## src/rtl/scie_fir_issuer.sv

```systemverilog
// rtl/scie_fir_issuer.sv - SCIE COEF/PUSH/READ issuer for the FIR accelerator; optional SCIE_ISSUER_PERF_EN adds perf counters
module scie_fir_issuer #(
  parameter int XLEN       = 32,
  parameter int NTAPS      = 5,
  parameter int GAP_CYCLES = 1,
  parameter int RD_LATENCY = 1,
  localparam int IW = (NTAPS > 1) ? $clog2(NTAPS) : 1
) (
  input  logic            clock,
  input  logic            reset,
  input  logic            cfg_valid,
  output logic            cfg_ready,
  input  logic [IW-1:0]   cfg_idx,
  input  logic [XLEN-1:0] cfg_data,
  input  logic            smp_valid,
  output logic            smp_ready,
  input  logic [XLEN-1:0] smp_data,
  output logic            res_valid,
  input  logic            res_ready,
  output logic [XLEN-1:0] res_data,
  output logic            busy,
  output logic            io_valid,
  output logic [31:0]     io_insn,
  output logic [XLEN-1:0] io_rs1,
  output logic [XLEN-1:0] io_rs2,
  input  logic [XLEN-1:0] io_rd
`ifdef SCIE_ISSUER_PERF_EN
  ,
  output logic [31:0]     perf_insn_cnt,
  output logic [31:0]     perf_stall_cnt
`endif
);

  localparam logic [31:0] OP_COEF = 32'h0000_000B;
  localparam logic [31:0] OP_PUSH = 32'h0000_002B;
  localparam logic [31:0] OP_READ = 32'h0000_005B;

  typedef enum logic [2:0] {
    S_IDLE,
    S_COEF,
    S_PUSH,
    S_GAP,
    S_READ,
    S_WAIT,
    S_OUT
  } state_t;

  state_t          state, state_n;
  logic [3:0]      cnt, cnt_n;
  logic            io_valid_n;
  logic [31:0]     io_insn_n;
  logic [XLEN-1:0] io_rs1_n, io_rs2_n;
  logic            res_valid_n;
  logic [XLEN-1:0] res_data_n;

  // Handshake readies come straight from the state; cfg wins a tie in IDLE
  assign cfg_ready = (state == S_IDLE);
  assign smp_ready = (state == S_IDLE) && !cfg_valid;
  assign busy      = (state != S_IDLE);

  // Next state plus the values the registered io_*/res_* outputs take on entry
  always_comb begin
    state_n     = state;
    cnt_n       = cnt;
    io_valid_n  = 1'b0;
    io_insn_n   = '0;
    io_rs1_n    = '0;
    io_rs2_n    = '0;
    res_valid_n = res_valid;
    res_data_n  = res_data;
    case (state)
      S_IDLE: begin
        if (cfg_valid) begin
          state_n    = S_COEF;
          io_valid_n = 1'b1;
          io_insn_n  = OP_COEF;
          io_rs1_n   = cfg_data;
          io_rs2_n   = XLEN'(cfg_idx);
        end else if (smp_valid) begin
          state_n    = S_PUSH;
          io_valid_n = 1'b1;
          io_insn_n  = OP_PUSH;
          io_rs1_n   = smp_data;
        end
      end
      S_COEF: state_n = S_IDLE;
      S_PUSH: begin
        if (GAP_CYCLES == 0) begin
          state_n    = S_READ;
          io_valid_n = 1'b1;
          io_insn_n  = OP_READ;
        end else begin
          state_n = S_GAP;
          cnt_n   = 4'(GAP_CYCLES - 1);
        end
      end
      S_GAP: begin
        if (cnt == '0) begin
          state_n    = S_READ;
          io_valid_n = 1'b1;
          io_insn_n  = OP_READ;
        end else begin
          cnt_n = cnt - 4'd1;
        end
      end
      S_READ: begin
        state_n = S_WAIT;
        cnt_n   = 4'(RD_LATENCY - 1);
      end
      S_WAIT: begin
        // The last WAIT edge is exactly RD_LATENCY cycles after the READ cycle
        if (cnt == '0) begin
          state_n     = S_OUT;
          res_valid_n = 1'b1;
          res_data_n  = io_rd;
        end else begin
          cnt_n = cnt - 4'd1;
        end
      end
      S_OUT: begin
        if (res_ready) begin
          state_n     = S_IDLE;
          res_valid_n = 1'b0;
        end
      end
      default: state_n = S_IDLE;
    endcase
  end

  // State and registered outputs; reset aborts any sequence in flight
  always_ff @(posedge clock or posedge reset) begin
    if (reset) begin
      state     <= S_IDLE;
      cnt       <= '0;
      io_valid  <= 1'b0;
      io_insn   <= '0;
      io_rs1    <= '0;
      io_rs2    <= '0;
      res_valid <= 1'b0;
      res_data  <= '0;
    end else begin
      state     <= state_n;
      cnt       <= cnt_n;
      io_valid  <= io_valid_n;
      io_insn   <= io_insn_n;
      io_rs1    <= io_rs1_n;
      io_rs2    <= io_rs2_n;
      res_valid <= res_valid_n;
      res_data  <= res_data_n;
    end
  end

`ifdef SCIE_ISSUER_PERF_EN
  // Free-running wrap-around counters of issued instructions and result stalls
  always_ff @(posedge clock or posedge reset) begin
    if (reset) begin
      perf_insn_cnt  <= '0;
      perf_stall_cnt <= '0;
    end else begin
      if (io_valid) begin
        perf_insn_cnt <= perf_insn_cnt + 32'd1;
      end
      if (state == S_OUT && !res_ready) begin
        perf_stall_cnt <= perf_stall_cnt + 32'd1;
      end
    end
  end
`endif

endmodule

```

## config.mk

```make
export PLATFORM = sky130hd
export DESIGN_NAME = scie_fir_issuer
export DESIGN_NICKNAME = d
export VERILOG_FILES = /design/src/rtl/scie_fir_issuer.sv
export SDC_FILE = /design/constraint.sdc
export NUM_CORES = 1
export LEC_CHECK = 0
export ABC_AREA = 1
export CAP_MARGIN = 20
export CORE_AREA = 3 3 130 95
export CTS_CLUSTER_SIZE = 14
export DETAILED_ROUTE_END_ITERATION = 6
export DIE_AREA = 0 0 133 98
export PLACE_DENSITY = 0.73
export SYNTH_ARGS = -nofsm -noshare
export SYNTH_HDL_FRONTEND = slang
export SYNTH_SLANG_ARGS = --single-unit
```

## constraint.sdc

```tcl
create_clock -name clock -period 2.5 [get_ports clock]
set_input_delay 0.375 -clock clock [delete_from_list [all_inputs] [get_ports clock]]
set_output_delay 0.375 -clock clock [all_outputs]
set_load 0.01 [all_outputs]
```

==> results by group, run 1 <==
Drt
  • Final wirelength: 9740 µm
  • Iteration-0 DRC count of the detailed router: 110
  • Drt first pass iters: 4
  • Via count: about 3,200
  • # DRC: 0
  • Antenna-violating nets left: 0
  • DR vias/cell: 4.20
  • Post-DR wirelength/cell: 12.9 µm

Timing
  • Skew final: approximately 0.0067 ns
  • Setup WS post-layout: between 0.3 and 0.4 ns
  • # setup viols final: 0
  • Worst slew margin: 62.2%
  • Hold Slack: 0.368 ns
  • RSZ-0062 raised after global routing: false
  • Crit share post-route: 86.0%
  • Worst slew pin tran: between 0.5 and 0.6 ns
  • Post-Route Setup TNS: 0 ns
  • Final Critical Period: 2.15 ns
  • Final hold vios: 0
  • Max Clk Rate: about 470 MHz
  • Fin. max-slew vios: 0

Pwr
  • Combinational power share: 41.6%
  • Int Power: 3850 µW
  • Clock power share: about a quarter
  • Switching power: 1890 µW
  • Tot Pwr: 5740 µW
  • PwrDens: 1010 nW/µm²
  • P_leak: 0.00286 µW
  • VDD IR-drop max: ~0.55 mV
  • Switching part of the total: between 30% and 40%
  • Power share of the sequential group: 34.1%

Critical path
  • R2R cell count: 7
  • Reg-to-Reg End: io_rs1[10]
  • WS Path Type: reg2out
  • R2r startpoint: state[1]
  • CP Launch Type: flip-flop
  • Crit Path Max Fanout: 8
  • Setup crit end kind: output port
  • WP data required: 2.12 ns
  • FF-to-FF setup slack: 0.87 ns
  • Critical Path AT: between 1.5 and 2 ns

Finish
  • Filler instances: 1,031
  • ANT cells: 0
  • Design area: 5690 µm²
  • Multi-input gate area: between 1000 and 1500 µm²
  • Area Growth Syn to Fin: 55.3%
  • Share of post-route cells with drive strength above 1: 4.64%
  • Reg area: 1950 µm²
  • Fin nets: 705

Place
  • IO buf count: 181
  • Routability cong.: around 0.77
  • Half-perimeter wire length after placement: 7610 µm
  • Worst slack at placement: between 0.4 and 0.5 ns
  • Dpl cell area: between 5000 and 6000 µm²

Run
  • MaxCap Viol Count: 0

Global route
  • Vias in the first global route: 3,070
  • Initial antenna violation count: 0
  • GRT Overall Usage: between 10% and 20%
  • First-pass GRT wire length: 15,500 µm
  • Largest net degree at the start of global routing: 66
  • Grt ovf: 0

Synthesis
  • Part of the Yosys area used for sequential elements: 53.3%
  • Syn Std Cell Area: 3660 µm²
  • Mapped Cells: 426
  • Top-area cell type share of the netlist area: 53.3%
  • Distinct cells, synth: 20
  • Area contributors post-synth: dfrtp_1 (53%), buf_4 (13%), nand2_1 (12%)
  • Ys Warns: 0
  • Mapped Avg Cell Area: ~8.6 µm²
  • Seq cells post-synth: 78
  • Yosys top cell by area: dfrtp_1

Min path
  • Min-delay worst type: in2async

Clock network
  • CTS resizes: 0
  • Worst-Skew Late Latency: 0.33 ns
  • CTS root buffer: clkbuf_16
  • CTS tree: built
  • H-tree depth: 3
  • Cts hold-fix bufs: 0
  • Clk pin slew, worst setup/hold paths: around 0.060 ns
  • Max Buffers Root-to-Sink: 2
  • Clock sink count: 78
  • CTS Buf Count: 9
  • Post-CTS Setup Bufs: 0

Die
  • Row count: 32
  • Die area: roughly 13,000 µm²
  • Initial core utilization: between 30% and 40%
  • Die Wd: about 130 µm
  • Die Y: 98 µm
  • Core Footprint: 11,000 µm²
  • Num ports: 237

Outcome
  • Status: complete, no violations
-- per-layer routing --
layer,routed length [µm],global-route usage (%),part of all wire (%)
met1,3830,17.9,39
met2,4440,22.7,46
met3,1300,8.08,13
met4,171,5.27,1.8
met5,0,0,0
-- power by group through the flow --
| stage | logic [µW] | clock network [µW] | registers [µW] |
|---|---|---|---|
| floorplan | 1010 | 0 | 2160 |
| global placement | 2370 | 0 | 1960 |
| detailed placement | 2420 | 0 | 1980 |
| CTS | 2430 | 1430 | 1960 |
| global route | 2630 | 1500 | 2020 |
| finish | 2390 | 1390 | 1960 |
-- cell usage in the layout (no fill, tap or decap), drive strengths merged --
master         netlist  final
a21oi                2      2
buf                 73      5
bufinv               0      2
clkbuf               4     10
clkdlybuf4s50        0    181
clkinv               0      3
conb                 1     55
dfrtp               78     78
ha                   1      1
inv                 48     48
nand2              121    121
nand3               44     44
nor2                12     12
o211ai               1      1
o21ai               39     39
xnor2                1      1
xor2                 1      1
-- worst max-delay path: stages, from the launching register on --
cell             delay [ns]
dfrtp_1                0.46
nor2_1                 0.20
nand2_2                0.17
inv_2                  0.09
clkdlybuf4s50_1        0.53
-- how the worst max path moves through the flow --
stage | slack (ns) | end | depth (start not counted) | from
floorplan | 0.13 | cnt[0] | 1 | reset
global placement | 0.42 | smp_ready | 5 | cfg_valid
detailed placement | 0.40 | smp_ready | 5 | cfg_valid
CTS | 0.32 | cfg_ready | 4 | state[1]
global route | 0.26 | cfg_ready | 4 | state[1]
finish | 0.35 | cfg_ready | 4 | state[1]
-- kinds of logic (layout without fill, tap and decap cells) --
logic type      count (synthesis)  count (layout)  share of synthesized area, %
compound gates                 42              42                          5.80
xor+xnor                        2               2                         0.478
fa+ha+maj                       1               1                         0.341
buf+inv                       125             249                          20.1
flops                          78              78                          53.3
other cells                     1              55                         0.102
simple gates                  177             177                          19.9
-- sequential cells by signal, summed over array words and instances, names as in the netlist --
signal,cells
res_data,32
io_insn,3
io_rs1,32
res_valid,1
state,3
cnt,4
io_rs2,3
-- synthesized netlist by cell type (all sizes together) --
master	n
nor2	12
o211ai	1
xnor2	1
nand3	44
buf	73
xor2	1
a21oi	2
conb	1
dfrtp	78
nand2	121
ha	1
o21ai	39
inv	48
clkbuf	4
-- area by class of cell --
type	count	area share, %
well taps	153	3.36
clock buffers	10	4.20
clock inverters	5	1.45
inverters	48	3.19
flip-flops and latches	78	34.3
repair buffers	186	32.7
multi-input cells	277	20.8
-- per-stage QoR --
| stage | utilization (%) | instances |
|---|---|---|
| 2_1_floorplan | - | 480 |
| 3_3_place_gp | 48.8 | 742 |
| 3_5_place_dp | 48.8 | 742 |
| 4_1_cts | 51.7 | 757 |
| 5_1_grt | 51.7 | 757 |
| 6_report | 51.7 | 757 |
Power figures use the tool's default switching activity.
==> run 2, diff against run 1 <==
- CORE_AREA: 3 3 130 95 -> 3 3 155 112
- DIE_AREA: 0 0 133 98 -> 0 0 158 115
- GPL_ROUTABILITY_DRIVEN: default -> 0
- PLACE_DENSITY: 0.73 -> 0.54
==> results by group, run 2 (same netlist as run 1, synthesis figures left out) <==
Clock network
  • Max Buffers Root-to-Sink: 2 (unchanged)
  • H-tree depth: 3 (unchanged)
  • Clock sink count: 78 (unchanged)
  • CTS tree: built (unchanged)
  • CTS Buf Count: 9 (unchanged)
  • Clk pin slew, worst setup/hold paths: 0.06 ns (about the same)
  • Post-CTS Setup Bufs: 0 (unchanged)
  • CTS resizes: 0 (unchanged)
  • CTS root buffer: clkbuf_16 (unchanged)
  • Cts hold-fix bufs: 0 (unchanged)
  • Worst-Skew Late Latency: 0.33 ns (about the same)

Global route
  • First-pass GRT wire length: 16,300 µm (was 15,500 µm)
  • Largest net degree at the start of global routing: 79 (was 66)
  • Initial antenna violation count: 0 (unchanged)
  • GRT Overall Usage: 11.5% (was 14.9%)
  • Vias in the first global route: 3,173 (was 3,070)
  • Grt ovf: 0 (unchanged)

Finish
  • ANT cells: 0 (unchanged)
  • Area Growth Syn to Fin: 56.9% (was 55.3%)
  • Share of post-route cells with drive strength above 1: 4.47% (was 4.64%)
  • Final Util: 35.8% (was 51.7%)
  • Final Non-Filler Cells: 809 (was 757)
  • Commonest cells after routing, fill and taps aside: clkdlybuf4s50_1 (181), nand2_1 (119), dfrtp_1 (78), conb_1 (55), inv_1 (44) (unchanged)
  • Commonest non-fill, non-tap cell in the layout: clkdlybuf4s50_1 (unchanged)
  • Fin nets: 704 (was 705)
  • Top Registers: io_rs1 (32), res_data (32), cnt (4) (unchanged)

Critical path
  • CP Cell Sequence: nor2_1 -> nand2_2 -> inv_2 -> clkdlybuf4s50_1 (unchanged)
  • WS Path Type: reg2out (unchanged)
  • Worst setup endpoint: cfg_ready (unchanged)
  • WP data required: 2.12 ns (about the same)
  • Critical Path AT: 1.78 ns (was 1.77 ns)
  • CP Launch Type: flip-flop (unchanged)
  • Setup crit end kind: output port (unchanged)
  • CP startpoint: state[1] (unchanged)
  • Slowest-stage cell, CP: clkdlybuf4s50_1 (unchanged)
  • Reg-to-Reg End: io_rs1[21] (was io_rs1[10])
  • FF-to-FF setup slack: 0.88 ns (was 0.87 ns)
  • R2R cell count: 7 (unchanged)
  • R2r startpoint: state[1] (unchanged)
  • Critical path's largest stage delay: 0.55 ns (was 0.53 ns)
  • Crit Path Max Fanout: 8 (unchanged)

Pwr
  • Combinational power share: 41.7% (was 41.6%)
  • Switching part of the total: 33.6% (was 33.0%)
  • PwrDens: 1010 nW/µm² (about the same)
  • Int Power: 3850 µW (about the same)
  • Tot Pwr: 5800 µW (was 5740 µW)
  • P_leak: 0.00285 µW (was 0.00286 µW)
  • Clock power share: 24.5% (was 24.2%)
  • VDD IR-drop max: 0.344 mV (was 0.549 mV)
  • Switching power: 1950 µW (was 1890 µW)
  • Power share of the sequential group: 33.8% (was 34.1%)

Die
  • Die Wd: 158 µm (was 133 µm)
  • Row count: 39 (was 32)
  • Num ports: 237 (unchanged)
  • Die area: 18,200 µm² (was 13,000 µm²)
  • Initial core utilization: 22.8% (was 33.3%)
  • Die Y: 115 µm (was 98 µm)
  • Core Footprint: 16,100 µm² (was 11,000 µm²)

Drt
  • Iteration-0 DRC count of the detailed router: 140 (was 110)
  • Antenna-violating nets left: 0 (unchanged)
  • Via count: 3,125 (was 3,176)
  • Final wirelength: 10,400 µm (was 9740 µm)
  • Drt first pass iters: 5 (was 4)
  • # DRC: 0 (unchanged)
  • DR vias/cell: 3.86 (was 4.20)
  • Post-DR wirelength/cell: 12.8 µm (was 12.9 µm)

Place
  • Placed insts: 793 (was 742)
  • Half-perimeter wire length after placement: 7910 µm (was 7610 µm)
  • IO buf count: 181 (unchanged)

Timing
  • Final hold vios: 0 (unchanged)
  • Skew final: 0.00599 ns (was 0.00666 ns)
  • Final Critical Period: 2.15 ns (about the same)
  • Max Clk Rate: 465 MHz (about the same)
  • Worst slew margin: 62.9% (was 62.2%)
  • Post-Route Setup TNS: 0 ns (unchanged)
  • Worst slew pin tran: 0.557 ns (was 0.567 ns)
  • Fin. max-slew vios: 0 (unchanged)
  • RSZ-0062 raised after global routing: false (unchanged)
  • Crit share post-route: 86.1% (was 86.0%)
  • # setup viols final: 0 (unchanged)

Run
  • MaxCap Viol Count: 0 (unchanged)

Outcome
  • Status: complete, no violations (unchanged)

Min path
  • Min-delay worst type: in2async (unchanged)
[run 2: worst min-delay path by stage]
stage                   end  cells past startpoint
3_3_place_gp    res_data[0]                      2
2_1_floorplan     io_rs1[0]                      2
6_report       res_data[26]                      3
5_1_grt        res_data[24]                      2
4_1_cts        res_data[26]                      3
3_5_place_dp    res_data[0]                      2
[run 2: area by class of cell]
type | count | area (µm²)
Tap cell | 205 | 256
Multi-Input combinational cell | 277 | 1180
Clock inverter | 5 | 81.3
Clock buffer | 11 | 243
Sequential cell | 78 | 1950
Timing Repair Buffer | 185 | 1850
Fill cell | 1641 | 10300
Inverter | 48 | 181
[run 2: stage by stage]
step           hold slack, ns  worst slack (ns)  area, µm²
3_3_place_gp            0.468             0.434       5430
5_1_grt                 0.505             0.192       5750
4_1_cts                 0.470             0.317       5750
6_report                0.460             0.348       5750
2_1_floorplan           0.485             0.130       3870
3_5_place_dp            0.474             0.437       5430
[run 2: critical path, delay by kind of cell, from the launching register on]
kind                   cells  cell delay, ns
flip-flops                 1            0.46
AND/OR/NAND/NOR            2            0.35
buffers and inverters      2            0.64
[run 2: power groups by stage]
stage	combinational [µW]	sequential [µW]	clock (µW)
floorplan	1010	2160	0
global placement	2420	1960	0
detailed placement	2440	1990	0
CTS	2450	1970	1490
global route	2690	2030	1540
finish	2420	1960	1420
[run 2: layer usage]
metal  vias to the layer above  share of wire [%]  track usage, %
met2                       154                 43            17.4
met5                         -                  0               0
met1                      1420                 43            14.1
li1                       1540                  -               -
met4                         0                1.4            3.61
met3                        11                 13            6.21
